==> src/rtl/reg_write_arbiter.sv <==
// Two-requester register-bank write-back arbiter with registered write port and busy tracking.
// Define RR_ARB_EN for round-robin conflict resolution; otherwise the load unit (B) always wins.
module reg_write_arbiter (
    input  logic        clk,
    input  logic        rst,
    input  logic        A_Valid,
    input  logic [4:0]  A_Reg,
    input  logic [31:0] A_Data,
    output logic        A_Ready,
    input  logic        B_Valid,
    input  logic [4:0]  B_Reg,
    input  logic [31:0] B_Data,
    output logic        B_Ready,
    output logic        RegWrite,
    output logic [4:0]  Write_Reg,
    output logic [31:0] Write_Data,
    output logic [31:0] Busy_Mask,
    output logic [7:0]  Conflict_Cnt
);

    typedef enum logic {PriA, PriB} ptr_e;

    ptr_e        ptr_q, ptr_d;
    logic        conflict;
    logic        grant_a, grant_b;
    logic        reg_write_q;
    logic [4:0]  write_reg_q;
    logic [31:0] write_data_q;
    logic [7:0]  conflict_cnt_q;
    logic [31:0] busy_mask;

    assign conflict = A_Valid & B_Valid;

    always_comb begin
        grant_a = 1'b0;
        grant_b = 1'b0;
        ptr_d   = ptr_q;
        if (!rst) begin
            if (conflict) begin
`ifdef RR_ARB_EN
                // The loser of a conflict gets priority next time.
                if (ptr_q == PriA) begin
                    grant_a = 1'b1;
                    ptr_d   = PriB;
                end else begin
                    grant_b = 1'b1;
                    ptr_d   = PriA;
                end
`else
                grant_b = 1'b1;
`endif
            end else begin
                grant_a = A_Valid;
                grant_b = B_Valid;
            end
        end
    end

    always_ff @(posedge clk) begin
        if (rst) begin
            ptr_q          <= PriA;
            reg_write_q    <= 1'b0;
            write_reg_q    <= 5'd0;
            write_data_q   <= 32'd0;
            conflict_cnt_q <= 8'd0;
        end else begin
            ptr_q       <= ptr_d;
            reg_write_q <= 1'b0;
            // Writes to r0 are consumed but never asserted on the bank.
            if (grant_a) begin
                reg_write_q  <= (A_Reg != 5'd0);
                write_reg_q  <= A_Reg;
                write_data_q <= A_Data;
            end else if (grant_b) begin
                reg_write_q  <= (B_Reg != 5'd0);
                write_reg_q  <= B_Reg;
                write_data_q <= B_Data;
            end
            if (conflict && (conflict_cnt_q != 8'hff)) begin
                conflict_cnt_q <= conflict_cnt_q + 8'd1;
            end
        end
    end

    always_comb begin
        busy_mask = '0;
        if (A_Valid) busy_mask[A_Reg] = 1'b1;
        if (B_Valid) busy_mask[B_Reg] = 1'b1;
        if (reg_write_q && !rst) busy_mask[write_reg_q] = 1'b1;
        busy_mask[0] = 1'b0;
    end

    assign A_Ready      = grant_a;
    assign B_Ready      = grant_b;
    assign RegWrite     = reg_write_q;
    assign Write_Reg    = write_reg_q;
    assign Write_Data   = write_data_q;
    assign Busy_Mask    = busy_mask;
    assign Conflict_Cnt = conflict_cnt_q;

endmodule
==> config.mk <==
export PLATFORM = sky130hd
export DESIGN_NAME = reg_write_arbiter
export DESIGN_NICKNAME = d
export VERILOG_FILES = /design/src/rtl/reg_write_arbiter.sv
export SDC_FILE = /design/constraint.sdc
export NUM_CORES = 1
export LEC_CHECK = 0
export ABC_AREA = 1
export BUFFER_PORTS_ARGS = -buffer_cell sky130_fd_sc_hd__buf_4
export CAP_MARGIN = 20
export CELL_PAD_IN_SITES_DETAIL_PLACEMENT = 0
export CELL_PAD_IN_SITES_GLOBAL_PLACEMENT = 1
export CORE_MARGIN = 5
export CORE_UTILIZATION = 32
export DETAILED_ROUTE_END_ITERATION = 12
export GPL_TIMING_DRIVEN = 0
export PLACE_DENSITY_LB_ADDON = 0.1
export SLEW_MARGIN = 20
export SYNTH_ARGS = -nofsm -noshare
export SYNTH_HDL_FRONTEND = slang
export SYNTH_SLANG_ARGS = --single-unit
==> constraint.sdc <==
create_clock -name clk -period 1.8 [get_ports clk]
set_input_delay 0.27 -clock clk [delete_from_list [all_inputs] [get_ports clk]]
set_output_delay 0.27 -clock clk [all_outputs]
set_load 0.05 [all_outputs]
Word-level counts from Yosys, hierarchy flattened
Cells that the tools add are included.
{ "totals": {"reg_bits": 46, "output_inout_bits": 80} }
{ "op_classes": {"n_addsub": 1, "magnitude_cmp": 6, "n_eq_ne": 1, "muxes": 19, "bitwise": 3, "reduce_logical": 9} }
{ "op_table": {"columns": ["operator", "count"], "rows": [
  ["$mux 32", 5],
  ["$or 32x32->32", 2],
  ["$lt 5x6->1 const B", 3],
  ["$demux 1 s5", 3],
  ["$ge 5x1->1 const B", 3],
  ["$mux 5", 2],
  ["$reduce_bool 5->1", 2],
  ["$mux 1", 9],
  ["$add 8x1->8 const B", 1],
  ["$ne 8x8->1 const B", 1],
  ["$logic_and 1x1->1", 5],
  ["$reduce_bool 2->1", 1],
  ["$and 1x1->1", 1],
  ["$logic_not 1->1", 1]
]} }

Longest topological paths before layout
Gate-level depths: netlist (run 1).
{ "logic_depth": {"ltp_word": 9, "depth_mapped": 9} }

Worst setup path after synthesis (run 1)
OpenSTA, ideal clock, no wires.
{ "synth_timing": {"kind": "register to output", "startpoint": "register write_reg_q[4] (netlist: Write_Reg[4])", "endpoint": "output port Busy_Mask[30]", "arrival_time_ns": 1.661, "setup_slack_ns": -0.131, "stages_incl_launch_ff": 5, "path_cell_list": "dfxtp_1 inv_1 nor3_1 nand2_1 o221ai_1"} }
{ "synth_between": {"elab_chain_len": 6} }
{ "synth_rtl": {"columns": ["element", "line_no", "text"], "rows": [
  ["start, declared", "27", "logic [4:0] write_reg_q;"],
  ["start signal, assigned", "72", "write_reg_q <= A_Reg;"],
  ["start signal, assigned", "76", "write_reg_q <= B_Reg;"],
  ["$lt 5x6->1 (implied by the code) or $ge 5x1->1 (tied branches)", "89", "if (reg_write_q && !rst) busy_mask[write_reg_q] = 1'b1;"],
  ["$logic_and 1x1->1 (implied by the code)", "89", null],
  ["$mux 1 (implied by the code)", "89", null],
  ["$demux 1 s5 *", "89", null],
  ["$or 32x32->32 (no source line) *", null, null],
  ["$mux 32 *", "89", null],
  ["end, declared", "17", "output logic [31:0] Busy_Mask,"]
]} }
Every way passes the cells marked *; elsewhere a longest branch is shown, timed or not.

Worst setup path after layout (run 1)
{ "layout_timing": {"startpoint": "register write_reg_q[3] (netlist: Write_Reg[3])", "endpoint": "output port Busy_Mask[31]"} }
The elaborated chain is that of the path after synthesis.

==> out/summary.md, run 1 <==
The proportion of layout cells with a drive suffix above 1 is 0.357, and the final-report hold violation count is 0. The number of search-and-repair iterations in the first detailed-routing pass is 4. The number of distinct standard cells referenced by the synthesized netlist is 29.

CTS placed an instance of sky130_fd_sc_hd__clkbuf_8 at the clock tree root. Timing would allow up to 547 MHz. The highest net fanout along the worst path came out at 5. Hold timing on the final database bottoms out at a slack of 242 ps.

Critical path buffer and inverter count: 2. Entering global routing, the biggest net connects 15 pins. The clock passes through at most 2 buffers. The endpoint type of the worst setup path was an output pin.

From left edge to right edge, the die measures 109 um. The logs give 0.324 for the starting utilization of the core area and 1,047 for the filler cell count in the final layout. The period utilization was 1.02; the delay of the slowest cell on the worst path was 370 ps. Leaving out fill and tap cells, the most frequent cell in the layout is sky130_fd_sc_hd__nand2_1.

In this run the remaining antenna-violating nets after routing total 0. The first global-routing pass estimated 18,400 um of wire. The worst setup path is of the register to output pin kind.

The slew at the pin closest to its max-slew limit came out at 562 ps. The post-synthesis to final-layout area growth came out at 58.6%. The final reports fail on negative setup slack. The netlist area before placement came out at 3120 um2. Setup violations remaining at the end of the flow were counted as 11. The repair_antennas step left the layout with diodes totalling 0. The biggest area contributor in the post-synthesis netlist is sky130_fd_sc_hd__dfxtp_1. The worst path needs 1830 ps of the cycle, external delays included. Data arrives at the worst endpoint at 1560 ps.

The worst hold path begins at A_Data[19]. Dividing the detail-routed wire length by the instance count gives 14.0 um. The logs give 3,708 for the via count of the first global-routing pass and 46 for the clock sink total. The run finished, with violations left. The worst setup slack after layout is -29.7 ps. The run gives 0.514 as the utilization after layout. After the first detailed-routing iteration, the DRC count stood at 193.

The remaining global-route overflow is 0, and the number of instances in the synthesized netlist is 506. The critical path's top delay family is simple AND/OR/NAND/NOR gates. The multi-input combinational cells in the finished layout cover a total of 1910 um2.

The count of max-cap constraint violations is 0. The core region is 9640 um2. The run gives 3,774 as the via count. For this design, the slowest cell found on the critical path is sky130_fd_sc_hd__dfxtp_4. In this run the vertical extent of the chip is 109 um. Initial antenna violation count: 0. Synthesis inferred 46 register bits. Walking the worst path, the cells encountered are clkinvlp_4, nor3_4, nand2_1, o221ai_2, buf_6. In the routed design, unresolved DRC markers number 0.

Each instance of the synthesized netlist takes up on average 6.17 um2. Leaving out fill and tap cells, the most frequent cells in the layout are sky130_fd_sc_hd__nand2_1 (157), sky130_fd_sc_hd__buf_4 (142), sky130_fd_sc_hd__inv_1 (89). The reported leakage power was 2.51 nW; the number of I/O port buffers was 154.

The clock skew after layout came out at 1.35 ps. The worst register-to-register path has a setup slack of 340 ps. During synthesis, Yosys emitted a total of 0 warnings. In this run the worst hold path is classified as input port to register.

The routed wire length came out at 11,300 um. In this run the critical register-to-register path is launched from Conflict_Cnt[0]. The tools report the max-slew violation count as 0.

The floorplan step defined a die boundary enclosing 11,800 um2. The run gives 936 um2 as the area of all sequential standard cells. Relative max-transition margin: 0.626. In the post-synthesis netlist, the biggest area contributors are sky130_fd_sc_hd__dfxtp_1 (29%), sky130_fd_sc_hd__nand2_1 (19%), sky130_fd_sc_hd__inv_1 (11%). Detail-routed via count per cell: 4.67.

The launch point of the worst path is Write_Reg[3]. The share of the synthesized area in the top cell type was 0.295; the total nets after synthesis was 585. Setup repair after global routing could not meet its margin everywhere.

At the placement stage, the worst setup path has a slack of 21.2 ps. The sum of net half-perimeters after detailed placement was 8690 um; the data required time at the worst endpoint was 1530 ps. In the final design database the tool counted 754 nets. The initialized floorplan defines 36 standard-cell rows.

The number of I/O pins was 158. CTS built an H-tree with a depth of 2. The total routing resource utilization after global routing was 0.194; the clock-pin slew of the registers on the worst-case setup and hold paths was 90 ps. For the final estimated routing congestion in global placement, the log shows 0.863. For this design the ratio of total power to cell area is 582 nW/um2. The startpoint type of the worst setup path is a register.

The logs give 5 for the number of buffers inserted during clock tree synthesis and 292 uV for the largest voltage drop on the vdd net. TritonCTS built the clock tree. For the worst-skew pair, the clock arrives at the later sink with an insertion delay of 300 ps. The part of the Yosys area used for sequential elements came out at 0.295.
-- kinds of logic (layout without fill, tap and decap cells) --
| logic type | Yosys count | count (layout) | synth area share |
|---|---|---|---|
| xor gates and xnor gates | 3 | 3 | 0.00841 |
| DFF | 46 | 46 | 0.295 |
| adders and majority gates | 1 | 1 | 0.00400 |
| other | 1 | 1 | 0.00120 |
| buffers and inverters | 120 | 290 | 0.172 |
| and+or+nand+nor | 216 | 216 | 0.290 |
| AOI/OAI and AO/OA | 119 | 119 | 0.229 |
-- synth_stat cells (all sizes together) --
library cell and number:
o22ai 1, ha 1, o21ai 46, a21oi 41
nor2 15, xor2 2, o221ai 31, nand2 159
dfxtp 46, clkbuf 1, inv 98, nand3 28
conb 1, buf 21, xnor2 1, nand4 1
nor3 13
-- worst min-delay path, cell delays in order --
cell                      delay [ps]
sky130_fd_sc_hd__buf_4            80
sky130_fd_sc_hd__nand2_1          40
sky130_fd_sc_hd__nand2_1          50
sky130_fd_sc_hd__o21ai_1          50
sky130_fd_sc_hd__inv_1            40
-- state kept, by name, summed over array words and instances, names as in the netlist --
name and flops:
Conflict_Cnt 8, RegWrite 1, Write_Data 32, Write_Reg 5
-- power breakdown --
part           internal (mW)  leakage (nW)  switching (mW)
Sequential              1.09         0.383          0.0465
Clock                  0.275        0.0452           0.373
Combinational          0.384          2.09           0.715
-- path summary, 6_finish.rpt --
kind                                        end  cells after the start
worst min-delay path             Write_Data[19]                      5
worst min register to register  Conflict_Cnt[7]                      2
worst max-delay path              Busy_Mask[31]                      5
worst max register to register  Conflict_Cnt[4]                      8
-- final cells by class --
cell class	count	area share
Multi-Input combinational cell	340	0.385
Buffer	22	0.0326
Inverter	98	0.0780
Sequential cell	46	0.189
Clock buffer	6	0.0146
Timing Repair Buffer	162	0.265
Tap cell	133	0.0336
Clock inverter	2	0.00278
-- timing repair --
action / 4_1_cts / 5_1_grt
gates cloned: 0 / 0
endpoints found under the hold margin: 0 / 0
endpoints found under the setup margin: 31 / 31
setup buffers: 7 / 1
pin swaps: 10 / 10
gates resized for setup: 38 / 11
hold buffers: 0 / 0
-- layer usage --
layer	up-vias	GRT usage	wire, um
met2	127	0.326	5440
met4	0	0.0442	93
li1	1980	-	-
met5	-	0	0
met1	1660	0.256	4910
met3	7	0.0403	845
-- per-stage QoR --
step                TNS, ps  power (mW)  instance area, um2  std cells
floorplan              -562        1.82                3270        506
global placement          0        2.20                4600        793
detailed placement        0        2.21                4600        793
CTS                    -426        2.92                4900        808
global route          -2890        3.07                4950        809
finish                 -205        2.88                4950        809
No activity file was read; power rests on OpenSTA's default activity.
==> inputs of run 2 (changes only) <==
--- a/config.mk
+++ b/config.mk
@@ -6,13 +6,13 @@
 export NUM_CORES = 1
 export LEC_CHECK = 0
 export ABC_AREA = 1
-export BUFFER_PORTS_ARGS = -buffer_cell sky130_fd_sc_hd__buf_4
 export CAP_MARGIN = 20
 export CELL_PAD_IN_SITES_DETAIL_PLACEMENT = 0
 export CELL_PAD_IN_SITES_GLOBAL_PLACEMENT = 1
 export CORE_MARGIN = 5
-export CORE_UTILIZATION = 32
+export CORE_UTILIZATION = 45
 export DETAILED_ROUTE_END_ITERATION = 12
+export DONT_BUFFER_PORTS = 1
 export GPL_TIMING_DRIVEN = 0
 export PLACE_DENSITY_LB_ADDON = 0.1
 export SLEW_MARGIN = 20
==> run 2 against run 1 <==
Against the previous run: the flow still finishes with violations (negative setup slack); via count is 12% lower; combinational power decreased by 45%; core utilization increased by 9.5 points; critical path depth did not move; register-to-register slack got worse by 180 ps; first-iteration DRC count down 8.8%; clock power grew 23%; clock skew shrank 0.55 ps; setup slack got worse by 190 ps; die area is 26% lower; highest routed layer unchanged.
==> out/summary.md, run 2 (synthesis gave the netlist of run 1 again) <==
The data arrival time of the critical path was 1750 ps (+190 ps); the count of max-cap constraint violations was 0 (unchanged). The launch point of the worst path was Write_Reg[2]. For the global routing met2 resource utilization, the log shows 0.366 (+0.0402). The tools report the filler-free cell count of the finished design as 615 (-24%). The post-synthesis to final-layout area growth is 32.4%, and the highest clock frequency the design can meet is 495 MHz (-9.4%). Traced cell by cell, the critical path runs through clkinvlp_4, buf_6, nor3_4, nand2_1, o221ai_4. The library cells used most frequently in the layout, excluding fill and tap cells, are sky130_fd_sc_hd__nand2_1 (146), sky130_fd_sc_hd__inv_1 (90), sky130_fd_sc_hd__a21oi_1 (41).

The number of cells after detailed placement is 602 (-24%). The run finished, with violations left. The logs give 409 uV (+40%) for the largest voltage drop on the vdd net and 15,700 um (-15%) for the global-route wire length before repair.

The run gives 300 ps (about the same) as the clock latency of the later-clocked register in the worst-skew pair. The final reports fail on negative setup slack. The delay of the slowest cell on the worst path came out at 520 ps (+150 ps). The met1 capacity usage during global routing was 0.278 (+0.0221). The minimum setup slack after placement came out at -326 ps (-347 ps). By startpoint and endpoint, the worst setup path is classified as register to output pin.

Leaving out fill and tap cells, the most frequent cell in the layout is sky130_fd_sc_hd__nand2_1. The number of antenna-violating nets in the routed design came out at 0 (unchanged). For the worst setup slack after layout, the log shows -219 ps (-189 ps). The post-layout net count is 597 (-21%), and the average wire length per cell after detail routing is 17.0 um (+22%).

The relative max-transition margin came out at 0.341 (-0.284). The number of I/O pins is 158 (unchanged). Setup repair after global routing could not meet its margin everywhere. The power density normalized to cell area works out to 681 nW/um2 (+17%). The slowest stage of the critical path is the sky130_fd_sc_hd__dfxtp_4 cell. Remaining global-route overflow: 0 (unchanged).

The hold buffer count at CTS came out at 0 (unchanged). The overall power of the completed layout came out at 2.82 mW (-2.2%). The tools report the startpoint of the worst hold path as B_Reg[1]. The run gives 3,112 (-16%) as the via count of the first global-routing pass. Slew at the pin closest to its max-slew limit: 984 ps (+423 ps). The proportion of layout cells with a drive suffix above 1 is 0.210 (-0.146). The period utilization was 1.12 (+0.105). Startpoint type of the worst setup path: a register. The run gives 5 (+1) as the number of search-and-repair iterations in the first detailed-routing pass. Number of I/O port buffers: 0 (-100%). Root buffer cell: sky130_fd_sc_hd__clkbuf_8. For the largest net degree at the start of global routing, the log shows 16 (+1). The detail-routed via count per cell is 5.41 (+16%).

The worst register-to-register path begins at Conflict_Cnt[1]. The number of flip-flops under the largest register name works out to 32 (unchanged). Iteration-0 DRC count of the detailed router: 176 (-8.8%). STA classifies the critical path endpoint as an output pin. H-tree level count: 2 (unchanged). The clock-pin slew of the registers on the worst-case setup and hold paths was 100 ps (about the same); the sum of net half-perimeters after detailed placement was 7490 um (-14%).

The die footprint was 8710 um2 (-26%); the vertical extent of the die was 93.3 um (-14%). The tightest min-delay check is of the input port to register type. The run gives 0 (unchanged) as the final-report hold violation count. For the initial antenna violation count, the log shows 0 (unchanged). The number of cell rows is 30 (-17%), and the number of design rule violations left after detail routing is 0 (unchanged). Routing layer with the top usage in global route: met2.

Die span in x: 93.3 um (-14%). The logs give 46 (unchanged) for the clock sink total and 31 (+20) for the total setup violations reported at the end of the flow. The max-slew violation count is 0 (unchanged). The tools report the final estimated routing congestion in global placement as 0.877 (+1.6%). The reported leakage power came out at 1.78 nW (-29%).

The clock period minus worst slack works out to 2020 ps (+189 ps). The number of buffers on the longest clock path is 2 (unchanged), and the data required time at the worst endpoint is 1530 ps (about the same). For the starting utilization of the core area, the log shows 0.460 (+0.136). The clock skew after layout was 0.800 ps (-0.552 ps).

For the antenna diode count, the log shows 0 (unchanged). TritonCTS built the clock tree. The highest net fanout along the worst path works out to 6 (+1). The setup TNS after final layout is -4780 ps (-4580 ps), and the met3 track utilization from global routing is 0.0676 (+0.0273). The logs give 5 (unchanged) for the number of buffers inserted during clock tree synthesis and 10,400 um (-7.6%) for the routed wire length. Core outline area: 6790 um2 (-30%).

The via count is 3,328 (-12%). The run gives 3390 um2 (-26%) as the standard cell area after detailed placement. The total routing resource utilization after global routing came out at 0.223 (+0.0284).

The cell area after layout is 4140 um2 (-16%).
## run 2: cell count changes in the layout (fill, tap and decap cells not counted), moves of 2 or more
cell / change
sky130_fd_sc_hd__buf_4: -138
sky130_fd_sc_hd__buf_6: -19
sky130_fd_sc_hd__dfxtp_1: -4
sky130_fd_sc_hd__dfxtp_4: +3
sky130_fd_sc_hd__inv_2: -2
sky130_fd_sc_hd__nand2_1: -11
sky130_fd_sc_hd__nand2_2: +10
sky130_fd_sc_hd__nand3_1: -5
sky130_fd_sc_hd__nand3_2: +5
sky130_fd_sc_hd__o221ai_1: -5
sky130_fd_sc_hd__o221ai_2: -26
sky130_fd_sc_hd__o221ai_4: +31
## run 2: per-layer routing
metal / vias up / routed length, um
met5: - / 0
met2: 144 / 5050
met3: 18 / 880
li1: 1673 / -
met1: 1493 / 4320
met4: 0 / 180
## run 2: final cells by class
type,count,area [um2]
buffer,22,161
clock buffer,5,68.8
clock inverter,3,43.8
fill,654,2660
inverter,98,389
multi-input combinational,340,2340
sequential,46,948
tap,96,120
timing repair buffer,5,61.3
## run 2: what timing repair did
action                                  in CTS  in global routing
endpoints found under the setup margin      37                 37
resized for setup                           38                 52
buffers inserted                             3                  2
endpoints found under the hold margin        0                  0
gates cloned                                 0                  0
pin swaps                                    2                 15
## run 2: critical path, delay by kind of cell, from the launching register on
| family | cells | cell delay [ps] |
|---|---|---|
| compound gates | 1 | 190 |
| buf+inv | 2 | 330 |
| flops | 1 | 520 |
| simple gates | 2 | 410 |
## run 2: path summary, 6_finish.rpt
kind	end	slack [ps]	cells past startpoint
setup / recovery	Busy_Mask[21]	-220	5
hold / removal	RegWrite	140	2
setup reg to reg	Conflict_Cnt[7]	160	8
hold reg to reg	Conflict_Cnt[3]	640	2
## run 2: per-stage QoR
step / hold slack, ps / util
global placement: 433 / 0.499
CTS: 145 / 0.554
global route: 153 / 0.609
floorplan: 421 / -
finish: 144 / 0.609
detailed placement: 439 / 0.499
## run 2: power breakdown
group	leakage (nW)	total, mW	switching, mW	internal (mW)
Clock	0.0585	0.799	0.382	0.417
Combinational	1.34	0.609	0.428	0.182
Sequential	0.386	1.41	0.321	1.09
==> inputs of run 3 (changes only) <==
--- a/config.mk
+++ b/config.mk
@@ -7,10 +7,8 @@
 export LEC_CHECK = 0
 export ABC_AREA = 1
 export CAP_MARGIN = 20
-export CELL_PAD_IN_SITES_DETAIL_PLACEMENT = 0
-export CELL_PAD_IN_SITES_GLOBAL_PLACEMENT = 1
 export CORE_MARGIN = 5
-export CORE_UTILIZATION = 45
+export CORE_UTILIZATION = 65
 export DETAILED_ROUTE_END_ITERATION = 12
 export DONT_BUFFER_PORTS = 1
 export GPL_TIMING_DRIVEN = 0
==> run 3 against run 2 <==
Against the previous run: the flow still finishes with violations (negative setup slack); clock skew about the same; die area down 28%; global-route usage up 7.6 points; flip-flop and latch count unchanged; sequential share of layout area up 2.4 points; setup slack worse by 17 ps; cell count down 7.3%; clock power down 19%; routed wire length down 5.4%; non-clock buffer count down 3; via count up 2.4%; cell area down 9.4%; largest cell class unchanged; largest power group unchanged.
==> out/summary.md, run 3 (synthesis gave the netlist of run 1 again) <==
The logs give 2.61 mW (-7.5%) for the overall power of the completed layout and 0.537 (+0.037) for the share of total power in sequential cells. The worst hold path terminates at RegWrite. The iteration-0 DRC count of the detailed router was 275 (+56%); the setup slack of the worst register-to-register path was 160 ps (about the same). The detail-routed via count per cell is 5.98 (+10%). The reported leakage power was 1.72 nW (-3.5%). STA classifies the critical path endpoint as an output pin. The logs give 0 (unchanged) for the remaining global-route overflow and 3750 um2 (-9.4%) for the cell area after layout. Switching power share of the total: 0.415 (+0.0140). In the layout the commonest cells are sky130_fd_sc_hd__nand2_1 (155), sky130_fd_sc_hd__inv_1 (92), sky130_fd_sc_hd__a21oi_1 (41). The max-slew violation count was 0 (unchanged). The tools report the startpoint of the most critical register-to-register path as Conflict_Cnt[1]. Combinational power share: 0.215 (about the same). The final-report hold violation count is 0 (unchanged). The fraction of power consumed by the clock network is 0.248 (-0.035). The run gives 0.305 (-0.0360) as the relative max-transition margin. The initial antenna violation count is 0 (unchanged), and the clock period minus worst slack is 2040 ps (+17.4 ps). The hold buffer count at CTS was 0 (unchanged). For the highest clock frequency the design can meet, the log shows 491 MHz (-0.85%). The run gives -236 ps (-17.4 ps) as the worst setup slack after layout. The run gives 0 (unchanged) as the number of antenna-violating nets in the routed design. The library cell used most frequently in the layout, excluding fill and tap cells, is sky130_fd_sc_hd__nand2_1. The worst hold path begins at B_Reg[1]. The average wire length per cell after detail routing is 17.3 um (+2.0%).

The power density normalized to cell area was 695 nW/um2 (+2.0%); the global-route wire length before repair was 15,100 um (-3.6%). The run gives 3340 um2 (-1.5%) as the standard cell area after detailed placement. The endpoint of the worst-slack reg-to-reg timing path is Conflict_Cnt[4]. The run gives 3,293 (+5.8%) as the via count of the first global-routing pass.

The run gives 570 (-7.3%) as the filler-free cell count of the finished design. The final estimated routing congestion in global placement is 0.900 (+2.7%). The total setup violations reported at the end of the flow is 31 (unchanged), and the clock skew after layout is 0.849 ps (+0.0486 ps). The run gives 141 ps (-3.01 ps) as the final hold slack. For the number of buffers on the longest clock path, the log shows 2 (unchanged).

The period utilization was 1.13 (+0.00967); the depth of the worst register-to-register path was 8 (unchanged). The logs give 0.799 (+0.190) for the utilization after layout and 594 (-0.50%) for the post-layout net count. For the starting utilization of the core area, the log shows 0.666 (+0.206). The min-delay analysis places its worst path in the category input port to register. The number of buffers inserted during clock tree synthesis is 5 (unchanged). Setup repair after global routing could not meet its margin everywhere.

The highest net fanout along the worst path is 8 (+2). The sum of net half-perimeters after detailed placement is 6870 um (-8.3%), and the number of I/O port buffers is 0 (unchanged). The tools report the antenna diode count as 0 (unchanged). The number of search-and-repair iterations in the first detailed-routing pass is 7 (+2). The number of stages on the worst hold path was 2 (unchanged); the largest net degree at the start of global routing was 16 (unchanged). The run finished, with violations left. The tools report the number of cell rows as 25 (-17%). The die span in x was 79.3 um (-15%); the largest voltage drop on the vdd net was 658 uV (+61%).

The logs give 0.299 (+0.0759) for the total routing resource utilization after global routing and -4430 ps (+351 ps) for the setup TNS after final layout. The vertical extent of the die is 79.3 um (-15%), and the number of flip-flops under the largest register name is 32 (unchanged). The number of cells after detailed placement is 560 (-7.0%). The worst setup path is launched from an input port. The number of I/O pins came out at 158 (unchanged).

The data required time at the worst endpoint was 1530 ps (about the same). The run gives 1770 ps (+20 ps) as the data arrival time of the critical path. The minimum setup slack after placement was -315 ps (+11.2 ps); the number of design rule violations left after detail routing was 0 (unchanged). The clock-pin slew of the registers on the worst-case setup and hold paths was 90 ps (about the same).

Routed wire length: 9860 um (-5.4%). The via count is 3,408 (+2.4%), and the post-synthesis to final-layout area growth is 20.0%. The core outline area is 4690 um2 (-31%). The root buffer cell chosen for the clock tree is sky130_fd_sc_hd__clkbuf_8. The slew at the pin closest to its max-slew limit was 1040 ps (+53.8 ps).

The clock latency of the later-clocked register in the worst-skew pair came out at 300 ps (about the same). The total net switching power is 1.08 mW (-4.3%). The count of max-cap constraint violations came out at 0 (unchanged). The H-tree level count is 2 (unchanged), and the proportion of layout cells with a drive suffix above 1 is 0.176 (-0.0337). The final reports fail on negative setup slack.

TritonCTS built the clock tree. For the clock sink total, the log shows 46 (unchanged). The internal power contribution came out at 1.52 mW (-9.7%). The tools report the die footprint as 6290 um2 (-28%). The worst setup path is of the input port to output pin kind.
[run 3: how the worst max path moves through the flow]
| stage | startpoint | endpoint | slack, ps |
|---|---|---|---|
| final | A_Valid | Busy_Mask[6] | -240 |
| after detailed placement | Write_Reg[1] | Busy_Mask[3] | -310 |
| after global routing | A_Valid | Busy_Mask[6] | -250 |
| after global placement | Write_Reg[1] | Busy_Mask[3] | -310 |
| after floorplan | Write_Reg[1] | Busy_Mask[10] | -70 |
| after CTS | Write_Reg[2] | Busy_Mask[14] | -110 |
[run 3: power groups by stage]
stage | Sequential (mW) | Combinational [mW] | Clock [mW]
finish | 1.40 | 0.560 | 0.646
global route | 1.41 | 0.612 | 0.703
CTS | 1.40 | 0.530 | 0.642
detailed placement | 1.42 | 0.499 | 0
global placement | 1.42 | 0.488 | 0
floorplan | 1.40 | 0.422 | 0
[run 3: what timing repair did]
item	4_1_cts	5_1_grt
hold endpoints to repair	0	0
endpoints found under the setup margin	37	34
setup buffers	2	0
gates resized for setup	33	14
pin swaps	2	1
[run 3: cell type report]
type,count,area [um2]
timing repair buffer,2,40.0
fill,361,942
multi-input combinational,340,2060
inverter,98,379
buffer,22,161
tap,54,67.6
clock buffer,5,68.8
sequential,46,948
clock inverter,3,21.3
[run 3: worst max-delay path, cell delays in order]
cell,delay [ps]
sky130_fd_sc_hd__buf_4,140
sky130_fd_sc_hd__nand3_1,540
sky130_fd_sc_hd__o221ai_2,810
[run 3: routing by layer]
layer,share of wire,vias up,track usage
li1,-,1654,-
met1,0.38,1526,0.337
met2,0.48,204,0.519
met3,0.12,24,0.105
met4,0.017,0,0.101
met5,0,-,0
